==> src/rtl/stream_arb_pkg.sv <==
// Shared types and helpers for the round-robin stream arbiter.
package stream_arb_pkg;

  typedef enum logic [0:0] {
    ARB_IDLE  = 1'b0,
    ARB_GRANT = 1'b1
  } arb_state_t;

  // Wrapped increment of a requester index in the range [0, n-1].
  function automatic int unsigned rr_next(input int unsigned ptr, input int unsigned n);
    int unsigned nxt;
    if (ptr >= n - 32'd1) begin
      nxt = 32'd0;
    end else begin
      nxt = ptr + 32'd1;
    end
    return nxt;
  endfunction

endpackage

==> src/rtl/stream_rr_arbiter_if.sv <==
// Stream bundle between N_REQ requesters, the arbiter and one downstream sink.
interface stream_rr_arbiter_if #(
  parameter int N_REQ      = 4,
  parameter int DATA_WIDTH = 32,
  parameter int ID_WIDTH   = $clog2(N_REQ)
) ();

  logic [N_REQ*DATA_WIDTH-1:0] s_data_i;
  logic [N_REQ-1:0]            s_valid_i;
  logic [N_REQ-1:0]            s_last_i;
  logic [N_REQ-1:0]            s_ready_o;
  logic [DATA_WIDTH-1:0]       m_data_o;
  logic                        m_valid_o;
  logic                        m_last_o;
  logic [ID_WIDTH-1:0]         m_id_o;
  logic                        m_ready_i;

  // Arbiter view.
  modport slave (
    input  s_data_i, s_valid_i, s_last_i, m_ready_i,
    output s_ready_o, m_data_o, m_valid_o, m_last_o, m_id_o
  );

  // Environment view: requesters plus downstream sink.
  modport master (
    output s_data_i, s_valid_i, s_last_i, m_ready_i,
    input  s_ready_o, m_data_o, m_valid_o, m_last_o, m_id_o
  );

endinterface

==> src/rtl/rr_picker.sv <==
// Combinational round-robin picker: first set request at or after rr_ptr_i,
// searching cyclically over all N_REQ indices.
module rr_picker #(
  parameter int N_REQ    = 4,
  parameter int ID_WIDTH = $clog2(N_REQ)
) (
  input  logic [N_REQ-1:0]    req_i,
  input  logic [ID_WIDTH-1:0] rr_ptr_i,
  output logic                found_o,
  output logic [ID_WIDTH-1:0] idx_o
);

  localparam logic [ID_WIDTH:0] N_L = (ID_WIDTH+1)'(N_REQ);

  logic [2*N_REQ-1:0] dbl_s;
  logic [N_REQ-1:0]   rot_s;
  logic [ID_WIDTH-1:0] off_s;
  logic [ID_WIDTH:0]   sum_s;

  // Rotate so bit 0 is the requester at rr_ptr_i, then take the lowest set bit.
  always_comb begin
    dbl_s   = {req_i, req_i};
    rot_s   = N_REQ'(dbl_s >> rr_ptr_i);
    found_o = 1'b0;
    off_s   = '0;
    for (int i = N_REQ - 1; i >= 0; i--) begin
      if (rot_s[i]) begin
        found_o = 1'b1;
        off_s   = ID_WIDTH'(i);
      end else begin
        found_o = found_o;
        off_s   = off_s;
      end
    end
    sum_s = {1'b0, rr_ptr_i} + {1'b0, off_s};
    if (sum_s >= N_L) begin
      idx_o = ID_WIDTH'(sum_s - N_L);
    end else begin
      idx_o = sum_s[ID_WIDTH-1:0];
    end
  end

endmodule

==> src/rtl/stream_rr_arbiter.sv <==
// Packet-granular round-robin arbiter sharing one stream sink between N_REQ
// requesters, with a MAX_BEATS watchdog that forces end-of-packet.
module stream_rr_arbiter
  import stream_arb_pkg::*;
#(
  parameter int N_REQ      = 4,
  parameter int DATA_WIDTH = 32,
  parameter int MAX_BEATS  = 256,
  parameter int ID_WIDTH   = $clog2(N_REQ),
  parameter int CNT_WIDTH  = $clog2(MAX_BEATS + 1)
) (
  input  logic                 ACLK,
  input  logic                 ARESETn,
  stream_rr_arbiter_if.slave   bus,
  output logic                 busy_o,
  output logic                 timeout_o
);

  arb_state_t           state_q, state_d;
  logic [ID_WIDTH-1:0]  grant_q, grant_d;
  logic [ID_WIDTH-1:0]  rr_ptr_q, rr_ptr_d;
  logic [CNT_WIDTH-1:0] beat_cnt_q, beat_cnt_d;
  logic                 timeout_q, timeout_d;

  logic [DATA_WIDTH-1:0] data_arr_s [N_REQ];
  logic                  in_grant_s;
  logic                  sel_valid_s;
  logic                  sel_last_s;
  logic                  wd_last_s;
  logic                  m_valid_s;
  logic                  m_last_s;
  logic                  accept_s;
  logic                  found_s;
  logic [ID_WIDTH-1:0]   pick_idx_s;

  rr_picker #(
    .N_REQ    (N_REQ),
    .ID_WIDTH (ID_WIDTH)
  ) u_picker (
    .req_i    (bus.s_valid_i),
    .rr_ptr_i (rr_ptr_q),
    .found_o  (found_s),
    .idx_o    (pick_idx_s)
  );

  // Datapath mux and handshake; ready depends only on grant and m_ready_i.
  always_comb begin
    for (int k = 0; k < N_REQ; k++) begin
      data_arr_s[k] = bus.s_data_i[k*DATA_WIDTH +: DATA_WIDTH];
    end
    in_grant_s  = (state_q == ARB_GRANT);
    sel_valid_s = bus.s_valid_i[grant_q];
    sel_last_s  = bus.s_last_i[grant_q];
    wd_last_s   = (beat_cnt_q == CNT_WIDTH'(MAX_BEATS - 1));
    m_valid_s   = in_grant_s & sel_valid_s;
    m_last_s    = in_grant_s & (sel_last_s | wd_last_s);
    accept_s    = m_valid_s & bus.m_ready_i;
    for (int k = 0; k < N_REQ; k++) begin
      bus.s_ready_o[k] = in_grant_s & bus.m_ready_i & (grant_q == ID_WIDTH'(k));
    end
    bus.m_data_o  = data_arr_s[grant_q];
    bus.m_valid_o = m_valid_s;
    bus.m_last_o  = m_last_s;
    bus.m_id_o    = grant_q;
  end

  // Next-state logic: arbitrate in IDLE, hold the grant until the packet ends.
  always_comb begin
    state_d    = state_q;
    grant_d    = grant_q;
    rr_ptr_d   = rr_ptr_q;
    beat_cnt_d = beat_cnt_q;
    timeout_d  = 1'b0;
    case (state_q)
      ARB_IDLE: begin
        if (found_s) begin
          grant_d    = pick_idx_s;
          beat_cnt_d = '0;
          state_d    = ARB_GRANT;
        end else begin
          state_d = ARB_IDLE;
        end
      end
      ARB_GRANT: begin
        if (accept_s && m_last_s) begin
          state_d    = ARB_IDLE;
          rr_ptr_d   = ID_WIDTH'(rr_next(32'(grant_q), 32'(N_REQ)));
          beat_cnt_d = '0;
          timeout_d  = ~sel_last_s;
        end else if (accept_s) begin
          beat_cnt_d = beat_cnt_q + CNT_WIDTH'(1);
        end else begin
          beat_cnt_d = beat_cnt_q;
        end
      end
      default: begin
        state_d = ARB_IDLE;
      end
    endcase
  end

  // State, grant, pointer, counter and timeout pulse registers.
  always_ff @(posedge ACLK or negedge ARESETn) begin
    if (!ARESETn) begin
      state_q    <= ARB_IDLE;
      grant_q    <= '0;
      rr_ptr_q   <= '0;
      beat_cnt_q <= '0;
      timeout_q  <= 1'b0;
    end else begin
      state_q    <= state_d;
      grant_q    <= grant_d;
      rr_ptr_q   <= rr_ptr_d;
      beat_cnt_q <= beat_cnt_d;
      timeout_q  <= timeout_d;
    end
  end

  assign busy_o    = (state_q == ARB_GRANT);
  assign timeout_o = timeout_q;

endmodule

==> src/flat_wrapper.sv <==
// flat-port wrapper written by rule: the top's interface ports become plain ports
module stream_rr_arbiter_flat import stream_arb_pkg::*;
#(
  parameter int N_REQ      = 4,
  parameter int DATA_WIDTH = 32,
  parameter int MAX_BEATS  = 256,
  parameter int ID_WIDTH   = $clog2(N_REQ),
  parameter int CNT_WIDTH  = $clog2(MAX_BEATS + 1)
)
  (ACLK, ARESETn, busy_o, timeout_o, bus_s_data_i, bus_s_valid_i, bus_s_last_i, bus_m_ready_i, bus_s_ready_o, bus_m_data_o, bus_m_valid_o, bus_m_last_o, bus_m_id_o);
  stream_rr_arbiter_if #(.N_REQ(N_REQ), .DATA_WIDTH(DATA_WIDTH), .ID_WIDTH(ID_WIDTH)) bus_i ();
  input  logic ACLK;
  input  logic ARESETn;
  output logic busy_o;
  output logic timeout_o;
  input wire logic [$bits(bus_i.s_data_i)-1:0] bus_s_data_i;
  input wire logic [$bits(bus_i.s_valid_i)-1:0] bus_s_valid_i;
  input wire logic [$bits(bus_i.s_last_i)-1:0] bus_s_last_i;
  input wire logic [$bits(bus_i.m_ready_i)-1:0] bus_m_ready_i;
  output wire logic [$bits(bus_i.s_ready_o)-1:0] bus_s_ready_o;
  output wire logic [$bits(bus_i.m_data_o)-1:0] bus_m_data_o;
  output wire logic [$bits(bus_i.m_valid_o)-1:0] bus_m_valid_o;
  output wire logic [$bits(bus_i.m_last_o)-1:0] bus_m_last_o;
  output wire logic [$bits(bus_i.m_id_o)-1:0] bus_m_id_o;
  assign bus_i.s_data_i = bus_s_data_i;
  assign bus_i.s_valid_i = bus_s_valid_i;
  assign bus_i.s_last_i = bus_s_last_i;
  assign bus_i.m_ready_i = bus_m_ready_i;
  assign bus_s_ready_o = bus_i.s_ready_o;
  assign bus_m_data_o = bus_i.m_data_o;
  assign bus_m_valid_o = bus_i.m_valid_o;
  assign bus_m_last_o = bus_i.m_last_o;
  assign bus_m_id_o = bus_i.m_id_o;
  stream_rr_arbiter #(.N_REQ(N_REQ), .DATA_WIDTH(DATA_WIDTH), .MAX_BEATS(MAX_BEATS), .ID_WIDTH(ID_WIDTH), .CNT_WIDTH(CNT_WIDTH)) u_core (.ACLK(ACLK), .ARESETn(ARESETn), .bus(bus_i), .busy_o(busy_o), .timeout_o(timeout_o));
endmodule
==> config.mk <==
export PLATFORM = sky130hd
export DESIGN_NAME = stream_rr_arbiter_flat
export DESIGN_NICKNAME = d
export VERILOG_FILES = /design/src/rtl/stream_arb_pkg.sv /design/src/rtl/stream_rr_arbiter_if.sv /design/src/rtl/rr_picker.sv /design/src/rtl/stream_rr_arbiter.sv /design/src/flat_wrapper.sv
export SDC_FILE = /design/constraint.sdc
export NUM_CORES = 1
export LEC_CHECK = 0
export BUFFER_PORTS_ARGS = -buffer_cell sky130_fd_sc_hd__buf_2
export CORE_MARGIN = 4
export CORE_UTILIZATION = 34
export CTS_BUF_LIST = sky130_fd_sc_hd__clkbuf_8 sky130_fd_sc_hd__clkbuf_16
export DETAILED_ROUTE_END_ITERATION = 8
export HOLD_SLACK_MARGIN = 0.08
export PLACE_DENSITY = 0.9
export SYNTH_ARGS = -nofsm -noshare
export SYNTH_HDL_FRONTEND = slang
export SYNTH_SLANG_ARGS = --single-unit
==> constraint.sdc <==
create_clock -name ACLK -period 2.3 [get_ports ACLK]
set_clock_uncertainty 0.15 [all_clocks]
set_input_delay 0.115 -clock ACLK [delete_from_list [all_inputs] [get_ports ACLK]]
set_output_delay 0.115 -clock ACLK [all_outputs]
set_load 0.01 [all_outputs]
==> results.sh, run 1 <==
export IMPL_status="complete, no violations"
export IMPL_h_tree_depth=1
export IMPL_syn_area_per_cell_sq_um=11.58
export IMPL_synth_top_area_share=0.3913
export IMPL_core_sq_um=5270
export IMPL_worst_pin_slew_ns=0.4734
export IMPL_grt_start_max_net_pins=33
export IMPL_floorplan_initialDensity=0.3604
export IMPL_crit_path_end="u_core.beat_cnt_q[7]"
export IMPL_cp_slowest_stage_delay_ns=0.40
export IMPL_synth_cell_type_count=43
export IMPL_clkSlewWorstSetupHoldPaths_ns=0.06
export IMPL_total_leakage_power_uw=0.001489
export IMPL_fmax_mhz=457.3
export IMPL_cts_buffers=3
export IMPL_critical_path_slowest_cell="dfrtp_1"
export IMPL_rr_worst_depth=9
export IMPL_firstDrtPassIters=4
export IMPL_die_x_um=82.74
export IMPL_worstPathMaxFanout=6
export IMPL_drc_errors=0
export IMPL_die_area_sq_um=6846
export IMPL_postLayoutSetupSlackWorst_ns=0.1134
export IMPL_cp_startpoint="u_core.beat_cnt_q[0]"
export IMPL_r2r_slack_ns=0.11
export IMPL_synth_top_cell_by_area="mux4_2"
export IMPL_yosys_area_share_adder=0.04611
export IMPL_ir_drop_mv=1.020
export IMPL_r2r_end="u_core.beat_cnt_q[7]"
export IMPL_rsz0062_at_grt="false"
export IMPL_grt_overflow=0
export IMPL_startpoint_type="register"
export IMPL_grt_pass1_wl_um=10520
export IMPL_max_slew_margin_rel=0.6841
export IMPL_ys_async_sr_fraction=1.000
export IMPL_syn_to_final_growth_pct=59.09
export IMPL_root_buffer="clkbuf_8"
export IMPL_period_needed_ns=2.187
export IMPL_gp_congestion=0.9190
export IMPL_wl_per_cell_um=18.40
export IMPL_fillers=470
export IMPL_synth_nets=310
export IMPL_cts_tree="done"
export IMPL_grt_pass1_vias=2107
export IMPL_fin_nets=497
export IMPL_worstPathArrival_ns=2.16
export IMPL_power_density_nw_per_um2=982.6
export IMPL_dp_worst_setup_slack_ns=-0.03380
export IMPL_antenna_left=0
export IMPL_setup_tns_final_ns=0
export IMPL_die_h_um=82.74
export IMPL_synthMuxAreaShare=0.4190
export IMPL_synthXorXnorAreaFrac=0.004611
export IMPL_dp_hpwl_um=6647
export IMPL_io_pins=181
export IMPL_io_buffers=180
export IMPL_max_clock_path_buffers=2
export IMPL_synthCells=164
export IMPL_hold_viol_final=0
export IMPL_track_usage=0.2062
export IMPL_hold_path_class="in2async"
export IMPL_criticalPathCategory="reg2reg"
export IMPL_drt_total_wl_um=7746
export IMPL_fin_crit_sh=0.9507
export IMPL_rows=26
export IMPL_synth_compound_area_frac=0.1258
export IMPL_synth_area_sq_um=1899
export IMPL_grt_antenna_before_repair=1
export IMPL_setup_viol=0
export IMPL_ys_seq_area_frac=0.1976
export IMPL_final_max_slew_viol_count=0
export IMPL_synth_simple_gate_area_frac=0.1568
export IMPL_r2r_start="u_core.beat_cnt_q[0]"
export IMPL_synth_top_family_by_area="multiplexers"
export IMPL_ys_warn_count=0
export IMPL_clock_latency_ns=0.25
export IMPL_cp_cell_sequence="ha_2, nand3_2, nor3_2, ha_1, nand2b_1, o22ai_4, o31ai_4, buf_4, o21ai_0"
export IMPL_drive_above_1_share=0.7114
export IMPL_cap_violations=0
export IMPL_synth_top_cells_by_area="mux4_2, dfrtp_1, ha_1"
export IMPL_synth_seq_cells=15
export IMPL_drt_iter0_markers=78
export IMPL_vias=2252
export IMPL_vias_per_cell=5.349
export IMPL_synth_edf_count=0
export IMPL_ys_flop_type="dfrtp_1"
export IMPL_worstPathRequired_ns=2.27
export IMPL_cts_num_sinks=15
export IMPL_endpoint_kind="register"
cell usage after synthesis (2+ instances only):
library cell,instances
mux4_2,33
dfrtp_1,15
nand2_1,12
o21ai_0,11
inv_1,10
nor2_1,9
buf_2,7
ha_1,7
and3_1,5
nor3_1,5
a21oi_1,4
a32oi_1,4
nand4_1,3
and2b_2,2
clkbuf_1,2
mux2_2,2
mux2_4,2
nand2b_1,2
nand3_1,2
o21a_1,2
o2bb2ai_1,2
or3b_2,2
worst max-delay path: cells and delay by family, from the launching register on:
family / cells / cell delay, ns
flops: 1 / 0.40
fa+ha+maj: 2 / 0.43
compound gates: 3 / 0.47
buf+inv: 1 / 0.19
simple gates: 3 / 0.42
area by class of cell:
type	instances	area, sq um	area share
diodes	1	2.502	0.0008282
clock inverters	1	3.754	0.001242
inverters	10	37.54	0.01242
flip-flops and latches	15	377.9	0.1251
clock buffers	3	41.29	0.01366
multi-input cells	128	1458	0.4824
repair buffers	193	1013	0.3354
well taps	70	87.58	0.02899
layout by cell type, fill, tap and decap left out, types with 2 or more instances in the layout:
master,instances
ha_1,6
dfrtp_2,2
buf_2,180
nand2b_1,2
o2bb2ai_1,2
buf_4,11
nor2_1,9
dfrtp_1,13
nand4_1,3
or3b_2,2
o31ai_4,2
mux2_4,2
nand2_1,12
o21ai_0,10
inv_1,11
clkbuf_8,3
and2b_2,2
a32oi_1,4
nor3_1,4
o21a_1,2
mux4_2,33
and3_1,5
a21oi_1,4
mux2_2,2
metrics by stage:
| step | hold slack [ns] | util | cells | power (uW) | cell area [sq um] |
|---|---|---|---|---|---|
| after global routing | 0.1707 | 0.5734 | 421 | 3200 | 3022 |
| after CTS | 0.1645 | 0.5615 | 416 | 2916 | 2959 |
| after detailed placement | -0.1127 | 0.5510 | 411 | 2696 | 2904 |
| after global placement | -0.1213 | 0.5510 | 411 | 2629 | 2904 |
| final | 0.1464 | 0.5734 | 421 | 2969 | 3022 |
| after floorplan | -0.3306 | - | 164 | 1979 | 1899 |
worst min-delay path by stage:
stage                      endpoint  slack, ns  startpoint  cells past startpoint
2_1_floorplan  u_core.beat_cnt_q[0]      -0.33     ARESETn                      0
3_3_place_gp   u_core.beat_cnt_q[6]      -0.12     ARESETn                      1
3_5_place_dp   u_core.beat_cnt_q[4]      -0.11     ARESETn                      1
4_1_cts        u_core.beat_cnt_q[4]       0.16     ARESETn                      2
5_1_grt        u_core.beat_cnt_q[6]       0.17     ARESETn                      2
6_report       u_core.beat_cnt_q[4]       0.15     ARESETn                      2
registers in the layout, indices dropped and copies added (netlist names):
name and flops:
u_core.beat_cnt_q 9, u_core.bus.m_id_o 2, u_core.busy_o 1, u_core.timeout_o 1, u_core.rr_ptr_q 2
metal layers:
layer  vias to the layer above  GRT usage  share of wire
met5                         -          0              0
met4                         0    0.05556          0.013
met3                         6    0.02820          0.087
met2                       118     0.3894           0.53
met1                      1094     0.2418           0.37
li1                       1034          -              -
kinds of logic (layout without fill, tap and decap cells):
family,Yosys count,count (layout)
xor+xnor,1,1
buf+inv,21,207
simple gates,53,53
fa+ha+maj,7,7
compound gates,30,30
other cells,0,1
mux,37,37
flops,15,15
report_power, final:
| group | switching (uW) | total (uW) | internal (uW) |
|---|---|---|---|
| Combinational | 1090 | 2270 | 1180 |
| Clock | 92.4 | 211 | 118 |
| Sequential | 127 | 485 | 359 |
| Total | 1310 | 2970 | 1660 |
what timing repair did:
| item | CTS | global route |
|---|---|---|
| buffers inserted | 0 | 5 |
| hold buffers | 1 | 0 |
| hold endpoints to repair | 15 | 0 |
| endpoints found under the setup margin | 7 | 14 |
| pin swaps | 1 | 3 |
| gates resized for setup | 0 | 8 |
Power figures use the tool's default switching activity.
==> inputs of run 2 (changes only) <==
--- a/config.mk
+++ b/config.mk
@@ -12,6 +12,7 @@
 export DETAILED_ROUTE_END_ITERATION = 8
 export HOLD_SLACK_MARGIN = 0.08
 export PLACE_DENSITY = 0.9
+export SETUP_SLACK_MARGIN = 0.3
 export SYNTH_ARGS = -nofsm -noshare
 export SYNTH_HDL_FRONTEND = slang
 export SYNTH_SLANG_ARGS = --single-unit
==> run 2 against run 1 <==
Compared with the run above:
- die area stayed put
- final cell count is 1.4% higher
- non-clock buffer count is 6 higher
- fmax is 3.8% higher
- register-to-register slack better by 0.097 ns
- design area is 5.7% higher
- worst hold slack better by 0.0069 ns
- combinational power is 14% higher
- first-iteration DRC count is 9.0% lower
- critical path type is now reg2out
- critical endpoint is now bus_m_last_o
- largest cell class unchanged
- largest power group unchanged
- highest routed layer unchanged
==> results.sh, run 2 (same netlist as run 1, synthesis figures left out) <==
export IMPL_fillers=449
export IMPL_cpLargestDelayFamily="flip-flops"
export IMPL_worst_pin_slew_ns=0.5140
export IMPL_fin_nets=503
export IMPL_worstPathArrival_ns=1.84
export IMPL_endpoint_kind="output port"
export IMPL_io_buffers=180
export IMPL_h_tree_depth=1
export IMPL_status="complete, no violations"
export IMPL_die_h_um=82.74
export IMPL_cp_depth=9
export IMPL_cts_num_sinks=15
export IMPL_multi_input_area_sq_um=1539
export IMPL_rsz0062_at_grt="true"
export IMPL_criticalPathCategory="reg2out"
export IMPL_final_core_util=0.6061
export IMPL_die_x_um=82.74
export IMPL_clock_latency_ns=0.25
export IMPL_drive_above_1_share=0.7528
export IMPL_root_buffer="clkbuf_8"
export IMPL_power_density_nw_per_um2=1033
export IMPL_firstDrtPassIters=4
export IMPL_cap_violations=0
export IMPL_hold_path_class="in2async"
export IMPL_critical_path_slowest_cell="dfrtp_1"
export IMPL_hold_viol_final=0
export IMPL_fin_crit_sh=0.9161
export IMPL_core_sq_um=5270
export IMPL_final_max_slew_viol_count=0
export IMPL_total_leakage_power_uw=0.001569
export IMPL_critPathMostFrequentCell="buf_6"
export IMPL_startpoint_type="register"
export IMPL_clkSlewWorstSetupHoldPaths_ns=0.06
export IMPL_drt_iter0_markers=71
export IMPL_drc_errors=0
export IMPL_seq_area_sq_um=377.9
export IMPL_max_clock_path_buffers=2
export IMPL_vias_per_cell=5.550
export IMPL_dp_hpwl_um=6739
export IMPL_setup_tns_final_ns=0
export IMPL_grt_pass1_vias=2437
export IMPL_grt_antenna_before_repair=1
export IMPL_setup_viol=0
export IMPL_layout_common_cells="buf_2, mux4_2, dfrtp_1"
export IMPL_worstPathMaxFanout=3
export IMPL_io_pins=181
export IMPL_cp_slowest_stage_delay_ns=0.41
export IMPL_die_area_sq_um=6846
export IMPL_wl_per_cell_um=19.81
export IMPL_floorplan_initialDensity=0.3604
export IMPL_largest_register_ffs=9
export IMPL_grt_start_max_net_pins=41
export IMPL_grt_overflow=0
export IMPL_period_needed_ns=2.107
export IMPL_fmax_mhz=474.6
export IMPL_rows=26
export IMPL_grt_pass1_wl_um=12030
export IMPL_rr_worst_depth=8
export IMPL_ir_drop_mv=0.7044
export IMPL_cts_tree="done"
export IMPL_mostFrequentLayoutCell="buf_2"
export IMPL_drt_total_wl_um=8457
export IMPL_worstPathRequired_ns=2.04
export IMPL_worst_path_buf_inv=2
export IMPL_antenna_left=0
export IMPL_cts_buffers=3
export IMPL_regMostFlops="u_core.beat_cnt_q"
export IMPL_vias=2370
export IMPL_max_slew_margin_rel=0.6570
export IMPL_syn_to_final_growth_pct=68.18
export IMPL_track_usage=0.2372
export IMPL_cp_cell_sequence="ha_4, nand3_4, nor3_4, ha_2, or2_4, o22ai_4, buf_6, nor2_4, buf_6"
export IMPL_gp_congestion=0.8889
run 2: cell types whose count changed in the layout (fill, tap and decap cells not counted), moves of 2 or more:
| cell | previous run | this run |
|---|---|---|
| buf_6 | 0 | 7 |
| o21ai_0 | 10 | 4 |
| o21ai_1 | 1 | 4 |
| o21ai_2 | 0 | 3 |
| a32oi_1 | 4 | 2 |
| a32oi_2 | 0 | 2 |
| ha_1 | 6 | 4 |
| nor2_1 | 9 | 7 |
run 2: layout make-up:
type	instances	area share
antenna	1	0.0007834
clock buffer	3	0.01293
clock inverter	1	0.001175
inverter	10	0.01175
multi-input combinational	128	0.4818
sequential	15	0.1183
tap	70	0.02742
timing repair buffer	199	0.3459
run 2: metrics by stage:
stage / power (uW) / worst slack (ns) / area, sq um / cells / hold WS, ns
after floorplan: 2021 / 0.2373 / 1933 / 164 / -0.3306
after global placement: 2656 / 0.1755 / 2909 / 408 / -0.1178
after detailed placement: 2726 / 0.1002 / 2909 / 408 / -0.1124
after CTS: 3151 / 0.2237 / 3105 / 425 / 0.1815
after global routing: 3542 / 0.1054 / 3194 / 427 / 0.1862
final: 3298 / 0.1929 / 3194 / 427 / 0.1533
run 2: final timing paths:
| check | startpoint | endpoint | slack [ns] |
|---|---|---|---|
| setup / recovery | u_core.beat_cnt_q[1] | bus_m_last_o | 0.19 |
| hold / removal | ARESETn | u_core.beat_cnt_q[7] | 0.15 |
| setup reg to reg | u_core.rr_ptr_q[1] | u_core.bus.m_id_o[1] | 0.21 |
| hold reg to reg | u_core.beat_cnt_q[8] | u_core.beat_cnt_q[8] | 0.34 |
| max in group asynchronous | ARESETn | u_core.rr_ptr_q[1] | 1.57 |
| min in group ACLK | bus_s_last_i[0] | u_core.timeout_o | 0.22 |
run 2: power breakdown:
group          internal, uW  switching (uW)  total (uW)  leakage (uW)
clock                   118            96.7         215     0.0000269
sequential              358             140         499      0.000188
combinational          1350            1230        2580       0.00135
run 2: repair_timing:
item	CTS	global route
pin swaps	7	5
hold buffers	1	0
setup endpoints to repair	26	46
resized for setup	11	13
hold endpoints to repair	15	0
setup buffers	12	0
gates cloned	0	1
run 2: layer usage:
layer | track usage | vias up | part of all wire
li1 | - | 1048 | -
met1 | 0.2580 | 1156 | 0.33
met2 | 0.4559 | 142 | 0.56
met3 | 0.03254 | 24 | 0.095
met4 | 0.09641 | 0 | 0.024
met5 | 0 | - | 0
